`config.mk`:
```
export PLATFORM = sky130hd
export DESIGN_NAME = muldiv_seq
export DESIGN_NICKNAME = d
export VERILOG_FILES = /design/src/rtl/alu_pkg.sv /design/src/rtl/muldiv_seq.sv
export SDC_FILE = /design/constraint.sdc
export NUM_CORES = 1
export LEC_CHECK = 0
export CAP_MARGIN = 20
export CELL_PAD_IN_SITES_DETAIL_PLACEMENT = 1
export CELL_PAD_IN_SITES_GLOBAL_PLACEMENT = 2
export CORE_MARGIN = 8
export CORE_UTILIZATION = 27
export CTS_CLUSTER_DIAMETER = 150
export DETAILED_ROUTE_END_ITERATION = 6
export GPL_TIMING_DRIVEN = 0
export PLACE_DENSITY = 0.9
export SYNTH_ARGS = -nofsm -noshare
export SYNTH_HDL_FRONTEND = slang
export SYNTH_SLANG_ARGS = --single-unit
export TNS_END_PERCENT = 20
```
`constraint.sdc`:
```
create_clock -name clk -period 3.77 [get_ports clk]
set_input_delay 0.754 -clock clk [delete_from_list [all_inputs] [get_ports clk]]
set_output_delay 0.754 -clock clk [all_outputs]
set_load 0.02 [all_outputs]
```
`src/rtl/alu_pkg.sv`:
```
// ============================================================================
// Module  : alu_pkg
// Brief   : ALUSel operation codes for the shared ALU and the muldiv_seq FSM
//           state encoding.
// Revision: 1.0 - initial release
// ============================================================================
`default_nettype none

package alu_pkg;

  localparam logic [3:0] ALU_ADD = 4'b0000;
  localparam logic [3:0] ALU_SUB = 4'b0001;
  localparam logic [3:0] ALU_AND = 4'b0010;
  localparam logic [3:0] ALU_OR  = 4'b0011;
  localparam logic [3:0] ALU_XOR = 4'b0100;
  localparam logic [3:0] ALU_NOR = 4'b0101;
  localparam logic [3:0] ALU_SLT = 4'b0110;
  localparam logic [3:0] ALU_SLL = 4'b0111;
  localparam logic [3:0] ALU_SRL = 4'b1000;
  localparam logic [3:0] ALU_SRA = 4'b1001;

  typedef enum logic [1:0] {
    IDLE = 2'd0,
    RUN  = 2'd1,
    DONE = 2'd2
  } state_t;

endpackage

`default_nettype wire

```
`src/rtl/muldiv_seq.sv`:
```
// ============================================================================
// Module  : muldiv_seq
// Brief   : Multi-cycle MULTU/DIVU sequencer borrowing the shared ALU for
//           shift-add multiply and restoring divide; owns HI/LO.
// Revision: 1.0 - initial release
// ============================================================================
`default_nettype none

module muldiv_seq
  import alu_pkg::*;
#(
  parameter int DW = 32
) (
  input  logic          clk,
  input  logic          rst,
  input  logic          start,
  input  logic          op_div,
  input  logic [DW-1:0] opa,
  input  logic [DW-1:0] opb,
  output logic [3:0]    alu_sel,
  output logic [DW:0]   alu_in1,
  output logic [DW:0]   alu_in2,
  input  logic [DW:0]   alu_out,
  output logic          busy,
  output logic          done,
  output logic          div_zero,
  output logic [DW-1:0] hi,
  output logic [DW-1:0] lo
);

  localparam int CW = $clog2(DW) + 1;

  state_t        r_state;
  state_t        w_next;
  logic [DW-1:0] r_hi;
  logic [DW-1:0] r_lo;
  logic [DW-1:0] r_opnd;
  logic [CW-1:0] r_count;
  logic          r_op_div;
  logic          r_div_zero;

  logic          w_accept;
  logic          w_last;
  logic          w_take;
  logic [DW:0]   w_sh;

  assign w_accept = (r_state == IDLE) && start;
  assign w_last   = (r_count == CW'(DW - 1));
  // Partial remainder shifted left by one, pulling in the next dividend bit.
  assign w_sh     = {r_hi, r_lo[DW-1]};
  assign w_take   = w_sh[DW] | ~alu_out[DW];

  always_ff @(posedge clk or posedge rst) begin
    if (rst) begin
      r_state <= IDLE;
    end else begin
      r_state <= w_next;
    end
  end

  always_comb begin
    w_next  = r_state;
    alu_sel = ALU_ADD;
    alu_in1 = '0;
    alu_in2 = '0;
    case (r_state)
      IDLE: begin
        if (start) begin
          w_next = (op_div && (opb == '0)) ? DONE : RUN;
        end
      end
      RUN: begin
        if (r_op_div) begin
          alu_sel = ALU_SUB;
          alu_in1 = w_sh;
          alu_in2 = {1'b0, r_opnd};
        end else begin
          alu_sel = ALU_ADD;
          alu_in1 = {1'b0, r_hi};
          alu_in2 = r_lo[0] ? {1'b0, r_opnd} : '0;
        end
        if (w_last) begin
          w_next = DONE;
        end
      end
      DONE:    w_next = IDLE;
      default: w_next = IDLE;
    endcase
  end

  always_ff @(posedge clk or posedge rst) begin
    if (rst) begin
      r_hi       <= '0;
      r_lo       <= '0;
      r_opnd     <= '0;
      r_count    <= '0;
      r_op_div   <= 1'b0;
      r_div_zero <= 1'b0;
    end else if (w_accept) begin
      r_op_div   <= op_div;
      r_count    <= '0;
      r_div_zero <= 1'b0;
      if (op_div) begin
        r_opnd <= opb;
        if (opb == '0) begin
          r_hi       <= opa;
          r_lo       <= '1;
          r_div_zero <= 1'b1;
        end else begin
          r_hi <= '0;
          r_lo <= opa;
        end
      end else begin
        r_hi   <= '0;
        r_lo   <= opb;
        r_opnd <= opa;
      end
    end else if (r_state == RUN) begin
      r_count <= r_count + CW'(1);
      if (r_op_div) begin
        r_hi <= w_take ? alu_out[DW-1:0] : w_sh[DW-1:0];
        r_lo <= {r_lo[DW-2:0], w_take};
      end else begin
        // Sum carry-out becomes the new HI MSB; the dropped bit enters LO.
        r_hi <= alu_out[DW:1];
        r_lo <= {alu_out[0], r_lo[DW-1:1]};
      end
    end
  end

  assign busy     = (r_state == RUN);
  assign done     = (r_state == DONE);
  assign div_zero = r_div_zero;
  assign hi       = r_hi;
  assign lo       = r_lo;

endmodule

`default_nettype wire

```
* Word level (Yosys, flattened, before mapping)
Cells that the tools add are included.
Operators by class: add/sub/neg operators 1, multipliers 0, div/mod/pow operators 0, $lt $le $gt $ge 0, equal/unequal tests 5, shift-type cells 0, muxes and demuxes 27, bitwise logic cells 2, reductions and logical operators 6
Operators by type and width (number):
- 32-bit 2-to-1 mux | 15
- 33-bit 2-to-1 mux | 2
- 32-bit logical NOT | 1
- 6-bit 2-to-1 mux | 2
- 6-bit by 1-bit adder with 6-bit output (second input constant) | 1
- 6-bit by 5-bit equality test with 1-bit output (second input constant) | 1
- 2-bit 2-to-1 mux | 3
- 1-bit 2-to-1 mux | 4
- 2-bit one-hot mux with 2 select lines | 1
- 2-bit by 1-bit equality test with 1-bit output (second input constant) | 1
- 2-bit equality test (second input constant) | 1
- 1-bit logical AND | 2
- 2-bit logical NOT | 1
- 2-bit by 1-bit != test with 1-bit output (second input constant) | 1
- 2-bit != test (second input constant) | 1
- 2-bit AND reduction | 1
- 2-bit nonzero test | 1
- 1-bit inverter | 1
- 1-bit bitwise OR | 1
Word-level totals: flip-flop bits (word level) 106, bits in latches 0, bits in writable memories 0, ROM bits 0, bits of input ports 101, output and inout port bits 137, word-level logic and storage cells 48, memories kept 0

* Logic depth before layout (Yosys ltp)
depth in word-level cells 6, gate-level depth with buffers 8, mapped depth without buffers 5

* Worst setup path before layout
No wires, ideal clock.
path kind register to output, start register r_state[1], end output port alu_in1[32], data arrival time 1.539 ns, data required time 3.016 ns, path slack 1.477 ns, cell stages (with the launch flop) 6, buffers on the path 2, cells stage by stage dfrtp_1 -> nand2b_1 -> buf_2 -> inv_2 -> clkbuf_1 -> and3_1
Between the ends: cells in the longest elaborated chain, start to end 2
Ends and longest elaborated chain:
- start, declared | RTL line muldiv_seq.sv:33 | state_t r_state;
- start signal, assigned | RTL line muldiv_seq.sv:57 | r_state <= w_next;
- 2-bit by 1-bit equality test with 1-bit output
- via busy | RTL line muldiv_seq.sv:24 | output logic busy,
- 33-bit 2-to-1 mux | RTL line muldiv_seq.sv:66 | case (r_state)
- end, declared | RTL line muldiv_seq.sv:21 | output logic [DW:0] alu_in1,
The timed path passes the listed nets, and every way through them passes these cells.

* Worst setup path in the final report
start register r_state[1], end output port alu_in2[17]
Between the ends: cells in the longest elaborated chain, start to end 2
Ends and longest elaborated chain:
- 2-bit by 1-bit equality test with 1-bit output | RTL line muldiv_seq.sv:66
- 32-bit 2-to-1 mux | RTL line muldiv_seq.sv:66
- end, declared | RTL line muldiv_seq.sv:22 | output logic [DW:0] alu_in2,
Every way passes these cells.

==> flow_summary.yaml <==
run_status:
  status: "finished clean"
clocking:
  clkTransAtPathRegs_ps: 70
  cts_hold_buf: 0
  clock_latency_ps: 360
  cts.sinks: 106
  cts_tree: "done"
  htreeDepth: 3
  cts_buffers: 9
  clockBufferDepth: 2
  clockRootBuffer: "clkbuf_16"
detailed_routing:
  drt-initial-drc-count: 390
  dr.pass1.iters: 5
  ant_nets: 0
  drc: 0
  drt_wl_total_mm: 31.17
  viasPerCell: 5.112
  avgRoutedWirePerCell_um: 23.17
  vias: 6876
floorplan:
  initial_utilization_pct: 27.13
  ioPinCount: 238
  die_x_um: 176.9
  die_h_um: 176.9
  fp-row-count: 59
  coreArea_um2: 25760
  fp.dieArea_um2: 31290
synthesis:
  async_flop_share_pct: 100.0
  ys_types: 40
  ys.flop_type: "dfrtp_1"
  syn_avg_cell_area_um2: 9.233
  yosysSeqAreaShare_pct: 37.95
  syn_area_um2: 6989
  ys_ff_latch: 106
  synth_cells: 757
  yosysTopAreaCellShare_pct: 37.95
  synthTopCellsByArea: "dfrtp_1, mux2i_1, and2_1, o21ai_0, a211o_1"
  synth_area_leader_cell: "dfrtp_1"
  synth_edf_count: 0
  yosysWarningCount: 0
finish:
  nets: 1106
  utilization_pct: 39.19
  final_cells: 1345
  drive_above_1_share_pct: 6.244
  syn2layout_area_growth_pct: 44.45
  fin_area_um2: 10100
timing:
  slew_headroom_pct: 47.67
  fmax_ghz: 0.2760
  tightest_slew_ps: 782.1
  finalSetupViolations: 0
  drv_slew: 0
  layout_setup_ws_ps: 146.7
  hold_slack_ps: 475.5
  grt_setup_unrepaired: "no"
  final.min_clock_period_ps: 3623
  post-route-period-util_pct: 96.11
  tns_ps: 0
  hold_violations: 0
  fin_skew_ps: 12.41
setup_path:
  critical-path-max-stage-delay_ps: 620
  critPathArrivalTime_ps: 2870
  required_ps: 3020
  reg2reg_slack_ps: 1650
  r2r_start: "r_state[1]"
  rr_worst_depth: 7
  timing.rr.end: "hi[6]"
  critical_path_class: "reg -> out"
  cp-end-kind: "output pin"
  worstSetupStartpointType: "flip-flop"
  crit_fanout: 10
  path_cells: "nand2b_1, buf_2, nor2_2, clkbuf_1, and2_1, clkdlybuf4s50_1"
  cp_slowest_cell: "clkdlybuf4s50_1"
run:
  cap_violations: 0
min_path:
  worstHoldPathCells: 2
  hold_class: "reg -> reg"
  min_from: "r_opnd[27]"
  min_to: "r_opnd[27]"
placed_design:
  gp_congestion: 0.8001
  dp_hpwl_mm: 23.97
  dp_slack_ps: 264.3
  dp.cells: 1328
  placed_area_um2: 9774
  port_buffers: 232
global_routing:
  grt_max_degree: 88
  antenna_found_initial: 1
  grt_overflow: 0
  first_global_vias: 7314
  grt_use_total_pct: 19.44
  grt_pass1_wl_mm: 46.63
pwr:
  power.density_nw_per_um2: 851.6
  finalPower_mw: 8.598
  max-vdd-ir-drop_mv: 0.2950
  power.leakage_nw: 4.403
==> how the worst max path moves through the flow <==
| stage | start | cells after the start | slack (ps) | end |
|---|---|---|---|---|
| 3_3_place_gp | rst | 2 | -1840 | hi[10] |
| 4_1_cts | r_state[1] | 6 | 80 | alu_in2[21] |
| 2_1_floorplan | rst | 1 | 230 | div_zero |
| 6_report | r_state[1] | 6 | 150 | alu_in2[17] |
| 3_5_place_dp | r_state[1] | 6 | 260 | alu_in2[21] |
| 5_1_grt | r_op_div | 7 | 90 | alu_in1[31] |
==> cell families (layout without fill, tap and decap cells) <==
logic type	count (synthesis)	in the layout	synth area share, %
AOI/OAI and AO/OA	209	209	18.71
adders and majority gates	1	1	0.1790
buffers and inverters	75	324	5.496
DFF	106	106	37.95
muxes	158	158	22.66
other	1	5	0.05365
and+or+nand+nor	207	207	14.95
==> flip-flops by register name, summed over array words and instances, names as in the netlist <==
name,count
r_op_div,1
r_count,6
r_state,2
lo,32
hi,32
div_zero,1
r_opnd,32
==> critical path, delay by kind of cell, from the launching register on <==
family / cells / cell delay (ps)
simple gates: 3 / 850
flops: 1 / 460
buf+inv: 3 / 1200
==> layout by cell type (no fill, tap or decap), types with 4 or more instances in the layout <==
cell type	instances
a211o_1	31
a21oi_1	46
a22oi_1	24
and2_1	64
buf_2	22
buf_4	8
buf_6	6
clkbuf_1	30
clkbuf_16	9
clkdlybuf4s50_1	232
conb_1	4
dfrtp_1	106
mux2i_1	156
nand2_1	61
nand3_1	4
nor2_1	46
nor2b_1	9
nor4_1	6
o21ai_0	74
o22a_1	12
o22ai_1	14
==> power breakdown <==
group | total [mW] | switching, mW | internal (mW)
Clock | 1.03 | 0.476 | 0.557
Combinational | 5.37 | 3.02 | 2.35
Sequential | 2.19 | 0.533 | 1.66
==> what timing repair did <==
action | 4_1_cts | 5_1_grt
endpoints found under the hold margin | 0 | 0
setup endpoints to repair | 25 | 19
buffers inserted | 0 | 0
gates resized for setup | 1 | 4
pin swaps | 0 | 0
==> cell usage after synthesis, types with 3 or more instances <==
library cell and count:
o22ai_1 14, nand2_1 61, nor2b_1 9, a211o_1 31
inv_1 3, nor2_1 47, mux2i_1 156, nand2b_1 3
buf_1 3, a21oi_1 46, dfrtp_1 106, clkbuf_1 32
nand3_1 4, o22a_1 12, buf_2 22, a22oi_1 24
nor4_1 6, and2_1 64, o21ai_0 74, buf_4 8
buf_6 6
==> routing by layer <==
layer  GRT usage (%)  routed length (um)  vias to the layer above
met5               0                   0                        -
met4           4.869                 432                        0
met3           3.328                1576                       20
met2           33.37               15210                      167
met1           24.89               13950                     3483
li1                -                   -                     3206
==> cell type report <==
class | count | area (um2)
Antenna cell | 1 | 2.502
Tap cell | 335 | 419.2
Inverter | 4 | 20.02
Sequential cell | 106 | 2653
Buffer | 71 | 371.6
Clock buffer | 11 | 252.7
Timing Repair Buffer | 233 | 2350
Fill cell | 2953 | 15670
Multi-Input combinational cell | 579 | 3966
Clock inverter | 5 | 61.31
Power figures use the tool's default switching activity.
